File: src/rtl/reset_sequencer.sv
// Staged reset release sequencer: holds all downstream stages in reset, then
// releases them one by one (bit 0 first) and replays on soft-reset requests.
module reset_sequencer #(
    parameter int STAGES      = 3,
    parameter int HOLD_CYCLES = 4,
    parameter int GAP_CYCLES  = 2
) (
    input  logic              clk,
    input  logic              rst_n,
    input  logic [1:0]        req,
    output logic [1:0]        req_ack,
    output logic [STAGES-1:0] stage_rst,
    output logic              busy,
    output logic [1:0]        cause
);

    localparam int CNT_MAX = (HOLD_CYCLES > GAP_CYCLES) ? HOLD_CYCLES : GAP_CYCLES;
    localparam int CNT_W   = $clog2(CNT_MAX + 1);
    localparam int IDX_W   = (STAGES > 1) ? $clog2(STAGES) : 1;

    localparam logic [CNT_W-1:0] HOLD_LAST = CNT_W'(HOLD_CYCLES - 1);
    localparam logic [CNT_W-1:0] GAP_LAST  = CNT_W'(GAP_CYCLES - 1);
    localparam logic [CNT_W-1:0] CNT_ONE   = CNT_W'(1);
    localparam logic [IDX_W-1:0] IDX_LAST  = IDX_W'(STAGES - 1);
    localparam logic [IDX_W-1:0] IDX_ONE   = IDX_W'(1);

    typedef enum logic [1:0] {
        HOLD = 2'd0,
        GAP  = 2'd1,
        IDLE = 2'd2
    } state_t;

    state_t            state_r;
    logic [CNT_W-1:0]  cnt_r;
    logic [IDX_W-1:0]  idx_r;
    logic [STAGES-1:0] stage_rst_r;
    logic              busy_r;
    logic [1:0]        req_ack_r;
    logic [1:0]        cause_r;

    // Sequencer FSM with all outputs registered.
    // Stages release LSB first, so a left shift clears the next stage and keeps
    // the 1...10...0 ordering by construction; busy tracks the post-shift value.
    always_ff @(posedge clk or negedge rst_n) begin
        if (!rst_n) begin
            state_r     <= HOLD;
            cnt_r       <= '0;
            idx_r       <= '0;
            stage_rst_r <= '1;
            busy_r      <= 1'b1;
            req_ack_r   <= 2'b00;
            cause_r     <= 2'b00;
        end else begin
            case (state_r)
                HOLD: begin
                    req_ack_r <= 2'b00;
                    if (cnt_r == HOLD_LAST) begin
                        cnt_r       <= '0;
                        stage_rst_r <= stage_rst_r << 1'b1;
                        busy_r      <= |(stage_rst_r << 1'b1);
                        if (STAGES == 1) begin
                            state_r <= IDLE;
                            idx_r   <= '0;
                        end else begin
                            state_r <= GAP;
                            idx_r   <= IDX_ONE;
                        end
                    end else begin
                        cnt_r <= cnt_r + CNT_ONE;
                    end
                end
                GAP: begin
                    req_ack_r <= 2'b00;
                    if (cnt_r == GAP_LAST) begin
                        cnt_r       <= '0;
                        stage_rst_r <= stage_rst_r << 1'b1;
                        busy_r      <= |(stage_rst_r << 1'b1);
                        if (idx_r == IDX_LAST) begin
                            state_r <= IDLE;
                            idx_r   <= '0;
                        end else begin
                            idx_r <= idx_r + IDX_ONE;
                        end
                    end else begin
                        cnt_r <= cnt_r + CNT_ONE;
                    end
                end
                IDLE: begin
                    // Requests are only looked at here, never latched while busy.
                    if (req != 2'b00) begin
                        req_ack_r   <= req;
                        cause_r     <= req;
                        stage_rst_r <= '1;
                        busy_r      <= 1'b1;
                        state_r     <= HOLD;
                        cnt_r       <= '0;
                        idx_r       <= '0;
                    end else begin
                        req_ack_r <= 2'b00;
                    end
                end
                default: begin
                    state_r     <= HOLD;
                    cnt_r       <= '0;
                    idx_r       <= '0;
                    stage_rst_r <= '1;
                    busy_r      <= 1'b1;
                    req_ack_r   <= 2'b00;
                end
            endcase
        end
    end

    assign req_ack   = req_ack_r;
    assign stage_rst = stage_rst_r;
    assign busy      = busy_r;
    assign cause     = cause_r;

endmodule

File: config.mk
export PLATFORM = sky130hd
export DESIGN_NAME = reset_sequencer
export DESIGN_NICKNAME = d
export VERILOG_FILES = /design/src/rtl/reset_sequencer.sv
export SDC_FILE = /design/constraint.sdc
export NUM_CORES = 1
export LEC_CHECK = 0
export CAP_MARGIN = 20
export CELL_PAD_IN_SITES_DETAIL_PLACEMENT = 1
export CELL_PAD_IN_SITES_GLOBAL_PLACEMENT = 1
export CORE_ASPECT_RATIO = 0.75
export CORE_MARGIN = 2
export CORE_UTILIZATION = 43
export DETAILED_ROUTE_END_ITERATION = 6
export PLACE_DENSITY = 0.86
export SETUP_SLACK_MARGIN = 0.15
export SYNTH_ARGS = -nofsm -noshare
export SYNTH_HDL_FRONTEND = slang
export SYNTH_SLANG_ARGS = --single-unit
File: constraint.sdc
create_clock -name clk -period 3.25 [get_ports clk]
set_input_delay 0.975 -clock clk [delete_from_list [all_inputs] [get_ports clk]]
set_output_delay 0.975 -clock clk [all_outputs]
set_load 0.05 [all_outputs]
==> impl_metrics.csv, run 1 <==
group,metric,value,unit
synthesis,yosys_warnings,0,
clock_network,cts.sinks,15,
die,initial_core_util,0.465,
pwr,leakage,0.000404,µW
sta,fin_crit,2.66,ns
layout,diodes,0,
synthesis,synth.net_count,87,
global_route,grt_max_degree,19,
global_route,grt_pass1_wl,3310,µm
critical_path,critPathArrivalTime,1.68,ns
clock_network,clockBufferDepth,2,
critical_path,worst-path-stages,1,
die,design.die.area,2270,µm²
pwr,power_density,1030,nW/µm²
sta,fmax,377,MHz
synthesis,synthCells,79,
pwr,irDropWorstVdd,506,µV
sta,slew_headroom,0.562,
worst_hold_path,min_delay_worst_endpoint,"cause[1]$_DFFE_PN0P_",
detailed_routing,drt_iter0_drc,6,
clock_network,post-cts-setup-buffers,0,
synthesis,synth_area_leaders,"dfrtp_1 (34%), dfstp_2 (13%), ha_1 (6.1%)",
synthesis,netlist_area,817,µm²
worst_hold_path,min_from,"cause[1]$_DFFE_PN0P_",
critical_path,crit_chain,"clkdlybuf4s50_1",
sta,slew_violations,0,
die,fp-row-count,13,
critical_path,r2r_slack,1.35,ns
critical_path,cp_num_buf_inv,1,
sta,finalSetupViolations,0,
sta,tns,0,ns
clock_network,cts_tree,"done",
synthesis,avgSynthCellArea,10.3,µm²
critical_path,cp-start-kind,"flip-flop",
detailed_routing,wirelength,1880,µm
layout,area_growth,15.5,%
flow_run,max_cap_viol_count,0,
clock_network,htree_levels,1,
critical_path,critPathMaxFanout,5,
detailed_routing,drt_first_pass_iters,2,
critical_path,worstPathRequired,2.27,ns
detailed_routing,postRouteAntennaNets,0,
worst_hold_path,hp-class,"flip-flop to flip-flop",
die,io_pins,12,
run_status,status,"finished clean",
global_route,overflow,0,
worst_hold_path,whs_path_depth,2,
synthesis,synth_most_common_cell,"dfrtp_1",
detailed_routing,vias_per_cell,5.74,
sta,finalCritPeriodShare,0.817,
critical_path,crit_slowest_cell,"clkdlybuf4s50_1",
critical_path,crit_type,"flip-flop to output pin",
synthesis,synth_top_area_frac,0.337,
clock_network,ctsResizeCount,0,
detailed_routing,drc,0,
global_route,first_global_vias,663,
clock_network,cts_buffers,3,
sta,fin_worst_skew,0.000991,ns
die,fp.dieH,41.8,µm
detailed_routing,via_count,631,
synthesis,synth.distinct_cells,34,
critical_path,reg2reg_depth,5,
sta,finalHoldViolations,0,
clock_network,ctsHoldBuffers,0,
synthesis,async_flop_share,1.00,
critical_path,reg2reg_to,"cnt_r[1]$_DFFE_PN0P_",
critical_path,slowest_delay,0.82,ns
clock_network,clk_latency,0.28,ns
sta,worst_pin_slew,0.647,ns
die,placeableCoreArea,1760,µm²
synthesis,yosys-top-cells-count,"dfrtp_1 (11), inv_1 (8), nand2_1 (7)",
clock_network,path_clk_slew,0.08,ns
place,hpwl,1390,µm
detailed_routing,routedWlPerCell,17.0,µm
clock_network,cts-root-buf,"clkbuf_4",
global_route,grt_usage,0.203,
layout,finish.utilization,0.537,
global_route,antenna_found_initial,0,
place,port_buffers,11,
layout,n_fill_cell,212,
sta,rsz0062_at_grt,"false",
synthesis,synth_top_area_cell,"dfrtp_1",
critical_path,path_delay_family,"buffers and inverters",
layout,fin_nets,97,
synthesis,synth-main-ff-cell,"dfrtp_1",
critical_path,reg2reg_from,"cnt_r[0]$_DFFE_PN0P_",
place,gp_congestion,0.701,
synthesis,synth-seq-cells,15,
critical_path,critPathCaptureType,"output pin",
synthesis,synth_edf_count,0,
layout,drive_gt1_frac,0.159,
synthesis,ys_seq_area_frac,0.466,
die,die_x,54.3,µm
-- report_power, final --
group | total (µW) | internal (µW) | leakage [µW] | switching (µW)
sequential | 353 | 272 | 0.000179 | 81.3
clock | 105 | 47.7 | 0.0000150 | 57.0
combinational | 511 | 210 | 0.000210 | 301
-- how the worst max path moves through the flow --
stage | from | end | slack, ns
2_1_floorplan | req[1] | stage_rst[0]$_DFFE_PN1P_ | 1.32
3_3_place_gp | req[1] | stage_rst[0]$_DFFE_PN1P_ | 0.80
3_5_place_dp | req[1] | stage_rst[0]$_DFFE_PN1P_ | 0.74
4_1_cts | stage_rst[1]$_DFFE_PN1P_ | stage_rst[1] | 0.59
5_1_grt | stage_rst[1]$_DFFE_PN1P_ | stage_rst[1] | 0.54
6_report | stage_rst[1]$_DFFE_PN1P_ | stage_rst[1] | 0.59
-- placed cells by master (no fill, tap or decap), types with 2 or more instances in the layout --
master,Yosys,routed
dfrtp_1,11,11
clkdlybuf4s50_1,0,11
inv_1,8,8
nand2_1,7,7
nor2_1,6,6
ha_1,4,4
dfstp_2,4,4
nor4_1,3,3
a211oi_2,3,3
clkbuf_4,0,3
nand3b_1,2,2
nor2b_1,2,2
a21oi_1,2,2
nor4b_1,2,2
o21ai_0,2,2
-- cells by family after synthesis --
family	count (synthesis)	synth area share
buf+inv	14	0.0827
compound gates	17	0.187
simple gates	29	0.204
fa+ha+maj	4	0.0613
flops	15	0.466
-- sequential cells by signal, indices dropped and copies added, names as in the netlist --
signal / cells
busy: 1
idx_r: 2
stage_rst: 3
cnt_r: 3
cause: 2
req_ack: 2
state_r: 2
-- cell type report --
type                       instances  area (µm²)  share of cell area
clock buffer                       4        26.3              0.0279
inverter                           8        30.0              0.0318
multi-input combinational         50         369               0.391
sequential                        15         380               0.403
tap                               22        27.5              0.0292
timing repair buffer              11         110               0.117
-- through the flow --
stage          worst slack, ns  std cells  instance area (µm²)  total power [µW]  hold slack [ns]
6_report                 0.594        110                  943               969            0.493
5_1_grt                  0.538        110                  943              1040            0.540
4_1_cts                  0.590        110                  943               978            0.500
3_5_place_dp             0.742        106                  917               869            0.480
3_3_place_gp             0.798        106                  917               839            0.458
2_1_floorplan             1.32         79                  817               744            0.488
-- routing by layer --
metal | track usage | part of all wire | vias up
met5 | 0 | 0 | -
met4 | 0.0600 | 0.011 | 0
met3 | 0.0540 | 0.033 | 4
met2 | 0.325 | 0.50 | 10
met1 | 0.262 | 0.46 | 319
li1 | - | - | 298
Power figures use the tool's default switching activity.
==> inputs of run 2 (changes only) <==
Settings changed: CORE_UTILIZATION 43 to 40, PLACE_DENSITY 0.86 to 0.81.
Clock period 3.25 ns to 2.51 ns, I/O delays scaled along.
==> run 2 against run 1 <==
  * Combinational power increased by 26%
  * Worst setup slack worse by 0.30 ns
  * Clock power is 37% higher
  * Non-clock buffer count rose by 2
  * Sequential cell count unchanged
  * Clock-buffer cell count did not move
  * Die area rose by 6.8%
  * Global-route usage down 1.6 points
  * Final cell count increased by 3.6%
  * Via count is 0.32% higher
  * Sequential power increased by 27%
  * Utilization shrank 5.0 points
==> impl_metrics.csv, run 2 (same netlist as run 1, synthesis figures left out) <==
group,metric,value,unit
global_route,antenna_found_initial,0,
layout,layout_common_cells,"dfrtp_1 (11), inv_1 (8), nand2_1 (7), clkdlybuf4s50_1 (7), nor2_1 (6)",
global_route,grt_max_degree,16,
sta,finalSetupViolations,0,
layout,stdcell_area,956,µm²
clock_network,htree_levels,1,
layout,diodes,0,
place,hpwl,1440,µm
layout,fin_nets,99,
critical_path,crit_type,"flip-flop to output pin",
clock_network,cts_tree,"done",
clock_network,cts.sinks,15,
sta,worst_pin_slew,0.702,ns
layout,final_common_cell,"dfrtp_1",
pwr,power_density,1290,nW/µm²
die,io_pins,12,
layout,n_fill_cell,240,
sta,finalCritPeriodShare,0.883,
pwr,clockPowerShare,0.116,
detailed_routing,drt_iter0_drc,11,
layout,drive_gt1_frac,0.178,
sta,rsz0062_at_grt,"false",
critical_path,slowest_delay,0.81,ns
sta,slew_violations,0,
die,design.die.area,2420,µm²
detailed_routing,via_count,633,
global_route,overflow,0,
run_status,status,"finished clean",
global_route,first_global_vias,647,
detailed_routing,drc,0,
die,fp-row-count,14,
critical_path,cp_num_buf_inv,1,
detailed_routing,drt_first_pass_iters,4,
clock_network,clk_latency,0.29,ns
place,place_area,935,µm²
sta,fmax,451,MHz
critical_path,crit_chain,"clkdlybuf4s50_1",
pwr,sw_frac_of_total,0.460,
pwr,leakage,0.000420,µW
clock_network,path_clk_slew,0.09,ns
pwr,internal-power,669,µW
sta,setup_slack,0.293,ns
die,die_x,56.2,µm
detailed_routing,wirelength,1910,µm
sta,fin_worst_skew,0.00743,ns
layout,area_growth,17.0,%
critical_path,cp-start-kind,"flip-flop",
flow_run,max_cap_viol_count,0,
sta,slew_headroom,0.530,
die,initial_core_util,0.416,
critical_path,critPathArrivalTime,1.46,ns
pwr,seq_power_share,0.362,
place,gp_congestion,0.838,
detailed_routing,routedWlPerCell,16.8,µm
critical_path,critPathCaptureType,"output pin",
die,fp.dieH,43.1,µm
die,placeableCoreArea,1960,µm²
clock_network,cts_buffers,3,
global_route,grt_pass1_wl,3280,µm
pwr,irDropWorstVdd,583,µV
pwr,power,1240,µW
critical_path,worstPathRequired,1.76,ns
critical_path,crit_slowest_cell,"clkdlybuf4s50_1",
critical_path,critPathMaxFanout,2,
clock_network,ctsHoldBuffers,0,
sta,tns,0,ns
worst_hold_path,hp-class,"flip-flop to flip-flop",
sta,fin_crit,2.22,ns
layout,finish.utilization,0.487,
place,dp_slack,0.256,ns
pwr,comb_power_share,0.522,
detailed_routing,postRouteAntennaNets,0,
clock_network,cts-root-buf,"clkbuf_4",
place,port_buffers,11,
detailed_routing,vias_per_cell,5.55,
pwr,p_switching,569,µW
sta,finalHoldViolations,0,
clock_network,clockBufferDepth,2,
global_route,grt_usage,0.186,
critical_path,path_delay_family,"buffers and inverters",
run 2: cell count changes in the layout (fill, tap and decap cells not counted):
cell	previous run	this run
clkdlybuf4s50_1	11	7
buf_4	0	2
dlygate4sd2_1	0	4
run 2: cell type report:
class,instances,area [µm²],area share
flip-flops and latches,15,380,0.398
multi-input cells,50,369,0.386
repair buffers,13,120,0.126
inverters,8,30.0,0.0314
well taps,24,30.0,0.0314
clock buffers,4,26.3,0.0275
run 2: power groups by stage:
stage | logic [µW] | registers, µW | clock network (µW)
CTS | 654 | 447 | 150
floorplan | 387 | 576 | 0
global placement | 649 | 445 | 0
detailed placement | 671 | 451 | 0
global route | 707 | 465 | 162
finish | 646 | 448 | 144
run 2: routing by layer:
metal / vias to the layer above / part of all wire / global-route usage
met4: 0 / 0.012 / 0.0571
met5: - / 0 / 0
met2: 11 / 0.47 / 0.301
met1: 316 / 0.49 / 0.236
li1: 302 / - / -
met3: 4 / 0.031 / 0.0640
run 2: repair_timing:
action	4_1_cts	5_1_grt
endpoints found under the setup margin	4	0
gates resized for setup	4	0
buffers inserted	0	0
run 2: final timing paths:
check	cells after the start	slack (ns)	start	endpoint
setup / recovery	1	0.29	cause[0]$_DFFE_PN0P_	cause[0]
hold / removal	2	0.49	cause[1]$_DFFE_PN0P_	cause[1]$_DFFE_PN0P_
setup reg to reg	5	0.64	cnt_r[0]$_DFFE_PN0P_	idx_r[0]$_DFFE_PN0P_
hold reg to reg	2	0.49	cause[1]$_DFFE_PN0P_	cause[1]$_DFFE_PN0P_
max in group asynchronous	1	1.19	rst_n	cause[1]$_DFFE_PN0P_
min in group asynchronous	1	0.87	rst_n	req_ack[1]$_DFF_PN0_
run 2: metrics by stage:
step | hold slack [ns] | std cells
floorplan | 0.457 | 79
global placement | 0.457 | 110
detailed placement | 0.477 | 110
CTS | 0.497 | 114
global route | 0.531 | 114
finish | 0.489 | 114
